`src/rtl/credit_icon_ctrl.sv`:
```
// rtl/credit_icon_ctrl.sv - coin/credit controller with credit-icon HUD renderer
module credit_icon_ctrl #(
  parameter int         MAX_CREDITS      = 5,
  parameter int         COINS_PER_CREDIT = 1,
  parameter int         DEBOUNCE_CYCLES  = 16,
  parameter int         ICON_PITCH_LOG2  = 4,
  parameter int         BLINK_FRAMES     = 16,
  parameter logic [7:0] TRANSPARENT      = 8'h00
) (
  input  logic        clk,
  input  logic        resetN,
  input  logic        startOfFrame,
  input  logic [10:0] offsetX,
  input  logic [10:0] offsetY,
  input  logic        InsideRectangle,
  input  logic        coinN,
  input  logic        startReq,
  input  logic        freePlay,
  output logic        drawingRequest,
  output logic [7:0]  RGBout,
  output logic [3:0]  credits,
  output logic [2:0]  coinCount,
  output logic        gameGrant
);

  typedef enum logic [1:0] {RELEASED, PRESS_WAIT, PRESSED, RELEASE_WAIT} deb_state_t;
  localparam int CW = $clog2(DEBOUNCE_CYCLES + 1);

  deb_state_t     deb_state, deb_state_next;
  logic [CW-1:0]  deb_cnt, deb_cnt_next;
  logic           coin_s1, coin_s2;
  logic           coin_accept;
  logic           start_d1, start_edge, grant_ok;
  logic           credit_inc, credit_dec;
  logic [4:0]     credit_sum;
  logic [3:0]     credits_next;
  logic [5:0]     blink_cnt;
  logic [10:0]    icon_idx, lx_full;
  logic           icon_hidden, eligible;

  // Sync flops preset high so a key held through reset release still debounces.
  always_ff @(posedge clk or negedge resetN) begin
    if (!resetN) begin
      coin_s1 <= 1'b1;
      coin_s2 <= 1'b1;
    end else begin
      coin_s1 <= coinN;
      coin_s2 <= coin_s1;
    end
  end

  always_ff @(posedge clk or negedge resetN) begin
    if (!resetN) begin
      deb_state <= RELEASED;
      deb_cnt   <= '0;
    end else begin
      deb_state <= deb_state_next;
      deb_cnt   <= deb_cnt_next;
    end
  end

  always_comb begin
    deb_state_next = deb_state;
    deb_cnt_next   = deb_cnt;
    coin_accept    = 1'b0;
    case (deb_state)
      RELEASED: if (!coin_s2) begin
        deb_state_next = PRESS_WAIT;
        deb_cnt_next   = CW'(1);
      end
      PRESS_WAIT: begin
        if (coin_s2) deb_state_next = RELEASED;
        else if (deb_cnt == CW'(DEBOUNCE_CYCLES - 1)) begin
          deb_state_next = PRESSED;
          coin_accept    = 1'b1;
        end else deb_cnt_next = deb_cnt + CW'(1);
      end
      PRESSED: if (coin_s2) begin
        deb_state_next = RELEASE_WAIT;
        deb_cnt_next   = CW'(1);
      end
      RELEASE_WAIT: begin
        if (!coin_s2) deb_state_next = PRESSED;
        else if (deb_cnt == CW'(DEBOUNCE_CYCLES - 1)) deb_state_next = RELEASED;
        else deb_cnt_next = deb_cnt + CW'(1);
      end
      default: deb_state_next = RELEASED;
    endcase
  end

  assign credit_inc = coin_accept && (coinCount == 3'(COINS_PER_CREDIT - 1));
  assign start_edge = startReq && !start_d1;
  assign grant_ok   = start_edge && (freePlay || credits != 4'd0);
  assign credit_dec = grant_ok && !freePlay;

  // Single adder; dec only happens with credits >= 1, so no underflow.
  assign credit_sum   = {1'b0, credits} + 5'(credit_inc) - 5'(credit_dec);
  assign credits_next = (credit_sum > 5'(MAX_CREDITS)) ? 4'(MAX_CREDITS) : credit_sum[3:0];

  always_ff @(posedge clk or negedge resetN) begin
    if (!resetN) begin
      coinCount <= '0;
      credits   <= '0;
      start_d1  <= 1'b0;
      gameGrant <= 1'b0;
      blink_cnt <= '0;
    end else begin
      if (credit_inc)       coinCount <= '0;
      else if (coin_accept) coinCount <= coinCount + 3'd1;
      start_d1  <= startReq;
      gameGrant <= grant_ok;
      credits   <= credits_next;
      if (credits_next != credits)              blink_cnt <= 6'(BLINK_FRAMES);
      else if (startOfFrame && blink_cnt != '0) blink_cnt <= blink_cnt - 6'd1;
    end
  end

  function automatic logic [7:0] coin_rom(input logic [3:0] y, input logic [3:0] x);
    int dx, dy, r2;
    dx = 2 * int'(x) - 15;
    dy = 2 * int'(y) - 15;
    r2 = dx * dx + dy * dy;
    if (r2 > 225)      coin_rom = TRANSPARENT;
    else if (r2 > 144) coin_rom = 8'hC4;
    else if (x >= 4'd7 && x <= 4'd8 && y >= 4'd4 && y <= 4'd11) coin_rom = 8'hF8;
    else               coin_rom = 8'hFC;
  endfunction

  assign icon_idx    = offsetX >> ICON_PITCH_LOG2;
  assign lx_full     = offsetX & 11'((1 << ICON_PITCH_LOG2) - 1);
  assign icon_hidden = blink_cnt[1] && (credits != 4'd0) && (icon_idx == 11'(credits) - 11'd1);
  assign eligible    = InsideRectangle && (offsetY < 11'd16) && (lx_full < 11'd16)
                       && (icon_idx < 11'(credits)) && !icon_hidden;

  always_ff @(posedge clk or negedge resetN) begin
    if (!resetN) RGBout <= TRANSPARENT;
    else         RGBout <= eligible ? coin_rom(offsetY[3:0], lx_full[3:0]) : TRANSPARENT;
  end

  assign drawingRequest = (RGBout != TRANSPARENT);

endmodule
```
`config.mk`:
```
export PLATFORM = sky130hd
export DESIGN_NAME = credit_icon_ctrl
export DESIGN_NICKNAME = d
export VERILOG_FILES = /design/src/rtl/credit_icon_ctrl.sv
export SDC_FILE = /design/constraint.sdc
export NUM_CORES = 1
export LEC_CHECK = 0
export CAP_MARGIN = 20
export CELL_PAD_IN_SITES_DETAIL_PLACEMENT = 2
export CELL_PAD_IN_SITES_GLOBAL_PLACEMENT = 2
export CORE_ASPECT_RATIO = 0.9
export CORE_MARGIN = 2
export CORE_UTILIZATION = 37
export CTS_CLUSTER_SIZE = 20
export DETAILED_ROUTE_END_ITERATION = 12
export GPL_TIMING_DRIVEN = 0
export PLACE_DENSITY = 0.85
export SLEW_MARGIN = 20
export SYNTH_ARGS = -nofsm -noshare
export SYNTH_HDL_FRONTEND = slang
export SYNTH_SLANG_ARGS = --single-unit
```
`constraint.sdc`:
```
create_clock -name clk -period 4.2 [get_ports clk]
set_input_delay 0.84 -clock clk [delete_from_list [all_inputs] [get_ports clk]]
set_output_delay 0.84 -clock clk [all_outputs]
set_load 0.01 [all_outputs]
```
==> impl_summary.txt, run 1 <==
----------------------------------------------------
[Floorplan]
  Row cnt ... 34
  Placeable core area ... 9780 um^2
  Initial core utilization ... 38.5%
  Die boundary width ... 110 um
  Ports placed on the boundary ... 46
  Die Height ... 99.7 um
  DIE AREA ... 11000 um^2

[STA]
  Total count of hold-check failures in the final report ... 0
  Slew @ Worst Pin ... 0.664 ns
  Highest clock rate ... 169 MHz
  Number of pins exceeding their max-slew limit in the final report ... 0
  Clock Skew ... 0.00417 ns
  Post-layout minimum cycle time ... 5.92 ns
  Period utilization ... 141%
  Final setup margin ... -1.72 ns
  Setup repair after global routing missed its margin ... yes
  Setup violators final ... 3
  Max-slew headroom ... 55.7%

[Placement]
  Count of port buffers added during placement ... 43
  HPWL Detailed ... 8.73 mm
  Placer congestion estimate ... 0.768
  Placed cell count ... 555
  Area of placed instances ... 4400 um^2

[Synth]
  Part of the Yosys area used for sequential elements ... 18.0%
  Top cell type by total area after synthesis ... fa_1
  Area of the mapped netlist ... 3770 um^2
  Number of distinct standard cells referenced by the synthesized netlist ... 47
  Synthesis warning total ... 0
  Post-synth EDFFs ... 0
  Area contributors post-synth ... fa_1 27%, ha_1 18%, dfrtp_1 17%
  Synthesized netlist cell count ... 384
  Average size of a mapped cell ... 9.81 um^2
  Primary flip-flop cell chosen by synthesis mapping ... dfrtp_1
  Share of flip-flops with an asynchronous set or reset after synthesis ... 100%
  Area share of the largest cell type after synthesis ... 26.6%
  Synth Register Bits ... 27

[Layout]
  Post-route standard cell area excluding fillers ... 4960 um^2
  ANT cells ... 0
  FILL cells ... 1011
  Layout Utilization ... 50.7%
  Post-layout nets ... 592
  Final cell count without fillers ... 583
  Ratio of cells with drive above 1 in the final layout ... 23.0%
  Synthesis-to-finish area growth ... 31.6%

[Worst setup path]
  Kind of capture point of the worst setup path ... flop
  Worst-path maximum fanout ... 9
  Setup crit start kind ... input port
  Worst setup path class ... in -> reg
  CP Data Arrival Time ... 6.07 ns
  Worst endpoint required time ... 4.35 ns

[Detailed routing]
  Number of violations reported at the end of detailed-routing iteration 0 ... 151
  Length of the first detailed-routing pass in iterations ... 4
  Total length of routed wires ... 14.3 mm
  Final routed DRC violation total ... 0
  Vias after detailed routing ... 3139
  Number of vias per cell after detailed routing ... 5.38
  Wire per inst ... 24.6 um
  Antenna-violating nets left ... 0

[Global routing]
  Global-route wire length before repair ... 20.2 mm
  Global route overflow ... 0
  Total routing resource utilization after global routing ... 24.4%
  Vias in the first global route ... 3697
  Pin count of the biggest net entering global routing ... 28
  Initial antenna violation count ... 0

[Clock network]
  CTS buffer count ... 3
  Max Buffers Root-to-Sink ... 2
  Number of sinks on the clock net ... 27
  CTS tree ... built
  Clock latency on the worst-skew pair ... 0.27 ns
  Post-CTS clock slew at the launch and capture registers of the worst setup and hold paths ... 0.07 ns
  Clock tree root driver cell ... clkbuf_16
  Cts-stage hold buffer count ... 0
  Htree depth ... 1

[Run]
  Max cap viols ... 0

[Status]
  Failing checks ... negative setup slack
  Result of the run ... finished with violations

[Hold path]
  Type of the tightest min-delay check ... reg -> reg

----------------------------------------------------
==> metal layers <==
layer | part of all wire [%] | up-vias | track usage, %
met2 | 54 | 76 | 45.4
met3 | 2.5 | 35 | 3.34
li1 | - | 1374 | -
met5 | 0 | - | 0
met1 | 40 | 1654 | 29.6
met4 | 3.6 | 0 | 5.48
==> sequential cells by signal, summed over array words and instances, names as in the netlist, named ones only <==
name       count
RGBout         3
blink_cnt      6
coinCount      3
coin_s1        1
coin_s2        1
credits        4
deb_cnt        5
deb_state      1
gameGrant      1
start_d1       1
==> worst paths after layout <==
check,from,end,slack [ns],cells past startpoint
worst max-delay path,offsetY[3],RGBout[2]$_DFF_PN0_,-1.72,17
worst min-delay path,coin_s1$_DFF_PN1_,coin_s2$_DFF_PN1_,0.36,0
worst max register to register,deb_cnt[0]$_DFFE_PN0P_,blink_cnt[4]$_DFFE_PN0P_,0.10,16
worst min register to register,coin_s1$_DFF_PN1_,coin_s2$_DFF_PN1_,0.36,0
max in group asynchronous,resetN,deb_cnt[1]$_DFFE_PN0P_,3.17,1
min in group asynchronous,resetN,RGBout[6]$_DFF_PN0_,0.60,1
==> through the flow <==
| step | hold WS, ns | setup TNS [ns] | worst slack (ns) |
|---|---|---|---|
| after global routing | 0.365 | -5.64 | -1.89 |
| after detailed placement | 0.349 | -9.48 | -2.84 |
| final | 0.358 | -4.98 | -1.72 |
| after global placement | 0.348 | -7.88 | -2.50 |
| after floorplan | 0.345 | -3.84 | -1.30 |
| after CTS | 0.360 | -4.16 | -1.40 |
==> kinds of logic after synthesis <==
group / count (synthesis) / share of synthesized area (%)
adders and majority gates: 105 / 44.8
buffers and inverters: 86 / 9.06
and+or+nand+nor: 85 / 11.5
AOI/OAI and AO/OA: 47 / 8.80
xor gates and xnor gates: 32 / 7.44
DFF: 27 / 18.0
other: 1 / 0.0995
muxes: 1 / 0.299
==> cell type report <==
type,count,area [um^2],area share (%)
Buffer,6,41.3,0.832
Clock buffer,3,75.1,1.51
Clock inverter,1,7.51,0.151
Inverter,80,310,6.26
Multi-Input combinational cell,273,3040,61.2
Sequential cell,27,678,13.7
Tap cell,126,158,3.18
Timing Repair Buffer,67,653,13.2
==> worst max-delay path: stages <==
cell and delay [ns]:
buf_12 0.12, inv_4 0.09, nand2_1 0.12, fa_2 0.39
inv_1 0.25, fa_1 0.50, fa_1 0.54, fa_1 0.61
fa_1 0.50, ha_1 0.35, ha_2 0.25, a211o_1 0.34
o211ai_1 0.22, a32oi_2 0.21, xnor2_2 0.22, a211o_1 0.32
and3_1 0.19
==> cell usage after synthesis, types with 3 or more instances <==
| library cell | n |
|---|---|
| a21o_1 | 4 |
| a21oi_1 | 7 |
| and2_1 | 7 |
| and3_1 | 3 |
| buf_4 | 5 |
| dfrtp_1 | 25 |
| fa_1 | 50 |
| ha_1 | 55 |
| inv_1 | 80 |
| nand2_1 | 22 |
| nand2b_1 | 6 |
| nand3_1 | 3 |
| nor2_1 | 18 |
| nor2b_1 | 3 |
| nor3_1 | 7 |
| nor4_1 | 3 |
| o211ai_1 | 3 |
| o21a_1 | 3 |
| o21ai_0 | 10 |
| o31ai_1 | 3 |
| xnor2_1 | 19 |
| xor2_1 | 13 |
==> cells in the final DEF (no fill, tap or decap), drive strengths merged, types with 2 or more instances in the layout <==
cell type | Yosys | routed
conb | 1 | 3
xor2 | 13 | 13
nand3 | 3 | 3
a211oi | 2 | 2
nor2 | 18 | 18
o211ai | 3 | 3
nor2b | 3 | 3
o21ai | 11 | 11
a21o | 4 | 4
nor3 | 7 | 7
a21oi | 7 | 7
nor4 | 3 | 3
o31ai | 3 | 3
clkbuf | 1 | 4
xnor2 | 19 | 19
and3 | 3 | 3
and2 | 7 | 7
a22o | 2 | 2
dfstp | 2 | 2
a32oi | 2 | 2
nand2 | 22 | 22
inv | 80 | 78
buf | 5 | 38
a211o | 2 | 2
dfrtp | 25 | 25
ha | 55 | 55
or3 | 2 | 2
nand3b | 2 | 2
clkdlybuf4s50 | 0 | 34
nor3b | 2 | 2
a221o | 2 | 2
nand2b | 6 | 6
or2 | 2 | 2
fa | 50 | 50
nor4b | 2 | 2
o21a | 3 | 3
clkinvlp | 0 | 3
==> timing repair <==
action	4_1_cts	5_1_grt
pin swaps	25	25
setup endpoints to repair	9	9
hold endpoints to repair	0	0
resized for setup	97	19
setup buffers	13	11
Power of run 1 is not shown: default switching activity piles up to over one toggle a cycle in this logic, so the estimate is an artifact.
==> inputs of run 2 (changes only) <==
--- a/config.mk
+++ b/config.mk
@@ -11,6 +11,7 @@
 export CORE_ASPECT_RATIO = 0.9
 export CORE_MARGIN = 2
 export CORE_UTILIZATION = 37
+export CTS_BUF_LIST = sky130_fd_sc_hd__clkbuf_4 sky130_fd_sc_hd__clkbuf_8 sky130_fd_sc_hd__clkbuf_16
 export CTS_CLUSTER_SIZE = 20
 export DETAILED_ROUTE_END_ITERATION = 12
 export GPL_TIMING_DRIVEN = 0
==> results of run 2 <==
No change in the layout: final DEF, timing and power equal those of run 1.
Power of run 2 is left out for the same reason.
==> variant 1: new RTL, config.mk and constraints of run 2 <==
`DEBOUNCE_CYCLES`: 16 -> 32.
--- a/src/rtl/credit_icon_ctrl.sv
+++ b/src/rtl/credit_icon_ctrl.sv
@@ -2,7 +2,7 @@
 module credit_icon_ctrl #(
   parameter int         MAX_CREDITS      = 5,
   parameter int         COINS_PER_CREDIT = 1,
-  parameter int         DEBOUNCE_CYCLES  = 16,
+  parameter int         DEBOUNCE_CYCLES  = 32,
   parameter int         ICON_PITCH_LOG2  = 4,
   parameter int         BLINK_FRAMES     = 16,
   parameter logic [7:0] TRANSPARENT      = 8'h00
Function: no difference found for any inputs over 10 cycles, from zero or initial values and one cycle with resetN low; that may be too few to reach the edited logic, so the function may still have changed.
==> variant 1 against run 2 <==
The run still ends with negative setup slack left. Via count down 6.3%. Hold slack better by 3.8 ps. Routed wire length down 18%. Synthesized cell count up 0.26%. Sequential share of layout area up 0.99 points. Worst setup slack better by 220 ps. Synthesized area up 1.7%. Final area down 2.8%. Core utilization down 3.2 points. Sequential cell count up 1.
==> variant 1: results (changes against run 2) <==
----------------------------------------------------
[Run status]
  Result of the run ... finished with violations
  Violated checks ... negative setup slack

[STA]
  Setup TNS Final ... -4363 ps (+621.2 ps)
  Max Clock Skew ... 3.722 ps (-0.4466 ps)
  Final setup margin ... -1502 ps (+217.8 ps)
  # setup viols final ... 3 (unchanged)
  Worst hold-check slack ... 361.8 ps (+3.784 ps)
  Worst slew margin ... 56.84% (+1.1 points)

[Layout]
  Final-stage net count ... 577 (-2.5%)
  Nonclk inv count ... 76 (-5.0%)
  Filler cell count ... 1062 (+5.0%)
  Share of layout cells above drive strength 1 ... 19.19% (-3.8 points)
  Cell Count, Final, Fillers Out ... 572 (-1.9%)

[Synth]
  Seq/Total Area, Yosys ... 18.35% (+0.35 points)
  Compound-gate portion of the synthesized area ... 7.183% (-1.6 points)
  XOR/XNOR share of the synthesized area ... 7.770% (+0.33 points)
  Multiplexer fraction of the synthesized cell area ... 1.143% (+0.84 points)
  Synth Area in Adders ... 43.75% (-1.1 points)

[Critical path]
  Crit path max fanout ... 4 (-5)
  Endpoint arrival time on the critical path ... 5900 ps (-170 ps)
  Reg-to-reg setup timing slack ... 160 ps (+60 ps)

[Route]
  Per-cell via count in the routed design ... 5.140 (-4.5%)
  Violation count after the first detailed-route iteration ... 98 (-35%)
  Routed length on met2 ... 6.399 mm (-17%)
  Total length of routed met3 wires ... 232 µm (-36%)

[Placement]
  Worst setup slack before clock tree synthesis ... -2766 ps (+74.49 ps)

----------------------------------------------------
## variant 1: how the worst max path moves through the flow
stage                     slack (ps)        end  cells past startpoint        from
after floorplan                -1180  RGBout[2]                     18  offsetY[3]
after global placement         -2510  RGBout[2]                     21  offsetY[3]
after detailed placement       -2770  RGBout[2]                     22  offsetY[3]
after CTS                      -1450  RGBout[2]                     20  offsetY[3]
after global routing           -1740  RGBout[2]                     18  offsetY[3]
final                          -1500  RGBout[2]                     18  offsetY[3]
## variant 1: power by group through the flow
stage | Clock [µW] | Combinational [µW] | Sequential [µW]
finish | 286 | 3690 | 351
global route | 303 | 4030 | 357
CTS | 292 | 3570 | 349
detailed placement | 0 | 3380 | 351
global placement | 0 | 3020 | 350
floorplan | 0 | 2440 | 342
## variant 1: repair_timing
| action | 4_1_cts | 5_1_grt |
|---|---|---|
| buffers inserted | 6 | 3 |
| resized for setup | 65 | 10 |
| pin swaps | 13 | 2 |
| setup endpoints to repair | 9 | 9 |
| hold buffers | 0 | 0 |
==> variant 2: new RTL, settings of run 2 <==
Without the edit above. The 4 states of `deb_state_t` get a one-hot encoding in 4 bits.
--- a/src/rtl/credit_icon_ctrl.sv
+++ b/src/rtl/credit_icon_ctrl.sv
@@ -23,7 +23,7 @@
   output logic        gameGrant
 );
 
-  typedef enum logic [1:0] {RELEASED, PRESS_WAIT, PRESSED, RELEASE_WAIT} deb_state_t;
+  typedef enum logic [3:0] {RELEASED = 4'b0001, PRESS_WAIT = 4'b0010, PRESSED = 4'b0100, RELEASE_WAIT = 4'b1000} deb_state_t;
   localparam int CW = $clog2(DEBOUNCE_CYCLES + 1);
 
   deb_state_t     deb_state, deb_state_next;
Function: no difference found for any inputs over 10 cycles, from zero or initial values and one cycle with resetN low; not proved beyond that.
==> variant 2 against run 2 <==
The run still ends with negative setup slack left. Worst setup slack better by 160 ps. Sequential cell count is 2 higher. Die area is 6.4% higher. Synthesized area is 6.6% higher. Count of clock-buffer cells in the layout is 2 higher. Core utilization is 1.9 points lower. Synthesized cell count is 9.4% higher. Routed wire length is 0.35% lower. Final area is 5.5% higher. Hold slack better by 3.5 ps.
Power is not shown: default switching activity piles up to over one toggle a cycle in this logic, so the estimate is an artifact.
==> variant 2: results (changes against run 2) <==
----------------------------------------------------
[Run status]
  Result of the run ... finished with violations
  Violated checks ... negative setup slack

[STA]
  Slew @ Worst Pin ... 843.8 ps (+179.5 ps)
  Final setup margin ... -1561 ps (+159.0 ps)
  Max Clock Skew ... 4.963 ps (+0.7952 ps)
  # setup viols final ... 3 (unchanged)

[Critical path]
  Cell with the largest stage delay on the worst path ... fa_1
  Dominant delay contributor by cell family on the critical path ... adder cells
  Number of cells on the worst reg-to-reg path ... 17 (+1)
  Endpoint arrival time on the critical path ... 5970 ps (-100 ps)
  Crit path max fanout ... 4 (-5)
  Stage delay of the slowest cell on the critical path ... 540 ps (-70 ps)

[Synth]
  Seq/Total Area, Yosys ... 18.15% (+0.16 points)
  Flip-flop cell with the highest count after synthesis ... dfrtp_1
  Area contributors post-synth ... fa_1, ha_1, dfrtp_1
  XOR/XNOR share of the synthesized area ... 6.538% (-0.90 points)
  Count of cell types in the netlist ... 52 (+11%)
  Synth Area in Adders ... 42.03% (-2.8 points)
  Multiplexer fraction of the synthesized cell area ... 1.837% (+1.5 points)
  Compound-gate portion of the synthesized area ... 8.032% (-0.77 points)
  Number of synthesis warnings ... 0 (unchanged)
  Ranking of synthesized cells by instance count ... inv_1, ha_1, fa_1

[Route]
  Per-cell via count in the routed design ... 5.239 (-2.7%)
  WL final ... 14.28 mm (-0.35%)
  Violation count after the first detailed-route iteration ... 110 (-27%)
  DR pass1 iterations ... 4 (unchanged)

[Layout]
  Share of layout cells above drive strength 1 ... 23.00% (about the same)
  Filler cell count ... 1114 (+10%)
  Registers with the most flip-flops ... blink_cnt: 6 flops, deb_cnt: 5 flops
  Final-stage net count ... 620 (+4.7%)

[Clock network]
  TritonCTS Buffers ... 5 (+2)
  Htree depth ... 2 (+1)
  Library cell used as clock root buffer ... clkbuf_16
  Clock Latency Late Sink ... 290 ps (+20 ps)

[Global routing]
  Initial antenna violation count ... 0 (unchanged)
  Gr usage total ... 24.37% (-0.063 points)
  Global-route wire length before repair ... 21.62 mm (+6.9%)
  Vias in the first global route ... 3894 (+5.3%)
  Pin count of the biggest net entering global routing ... 30 (+7.1%)

[Placement]
  Final weighted congestion in routability-driven placement ... 0.8029 (+4.6%)
  Half-perimeter wire length after detailed placement ... 9.435 mm (+8.1%)

[Min path]
  Class of the tightest hold or removal check ... reg -> reg

----------------------------------------------------
## variant 2: cell types whose count changed after synthesis, sizes merged, moves of 3 or more
cell / before / now
nand3: 3 / 8
o21a: 3 / 0
nor2: 18 / 21
nor3: 7 / 11
mux2i: 0 / 4
or2: 2 / 5
o21ai: 11 / 8
a21oi: 7 / 16
clkbuf: 1 / 5
## variant 2: worst paths after layout
check / startpoint / to / slack (ps)
max in group asynchronous: resetN / credits[2] / 3080
max: offsetY[3] / RGBout[2] / -1560
min in group asynchronous: resetN / deb_state[2] / 610
max reg2reg: credits[0] / blink_cnt[5] / 150
min: coin_s1 / coin_s2 / 360
min reg2reg: coin_s1 / coin_s2 / 360
## variant 2: metal layers
metal / GRT usage [%] / wire length, µm / vias up
met3: 2.587 / 258 / 15
met5: 0 / 0 / -
met1: 30.27 / 6132 / 1695
met4: 4.972 / 221 / 0
met2: 46.29 / 7663 / 54
li1: - / - / 1484
## variant 2: timing repair
item | in CTS | in global routing
gates resized for setup | 75 | 32
pin swaps | 24 | 13
setup endpoints to repair | 5 | 9
buffers inserted | 13 | 2
## variant 2: layout make-up
type                    count  area share [%]
clock buffers               5           2.391
clock inverters             3          0.3347
well taps                 133           3.180
flip-flops and latches     29           13.96
multi-input cells         300           62.23
repair buffers             58           10.42
inverters                  82           6.192
plain buffers              10           1.291
## variant 2: worst reg2reg max path: stages, from the launching register on
cell and delay [ps]:
dfrtp_1 460, inv_1 130, ha_1 260, nand2_1 130, nor2_2 70, nor3b_2 240, nor2b_4 240, ha_4 170
inv_1 50, ha_1 210, fa_2 380, nand2b_1 120, a221o_1 170, o211ai_1 120, or4_1 500, a221o_2 460
buf_4 160, nor2_1 110
## variant 2: metrics by stage
stage | worst slack (ps) | cells | hold WS [ps] | setup TNS (ps) | area, µm²
after CTS | -1471 | 619 | 364.5 | -4301 | 5071
after global placement | -2757 | 598 | 347.2 | -8141 | 4733
after detailed placement | -3007 | 598 | 354.5 | -9544 | 4728
after floorplan | -1239 | 422 | 345.2 | -3578 | 4136
final | -1561 | 620 | 361.6 | -4609 | 5234
after global routing | -1741 | 620 | 368.8 | -5502 | 5234
## variant 2: cells by family after synthesis
kind of cell               Yosys count
buffers and inverters               93
AOI/OAI and AO/OA                   48
adders and majority gates          105
muxes                                7
and+or+nand+nor                    107
xor gates and xnor gates            30
other                                1
DFF                                 29
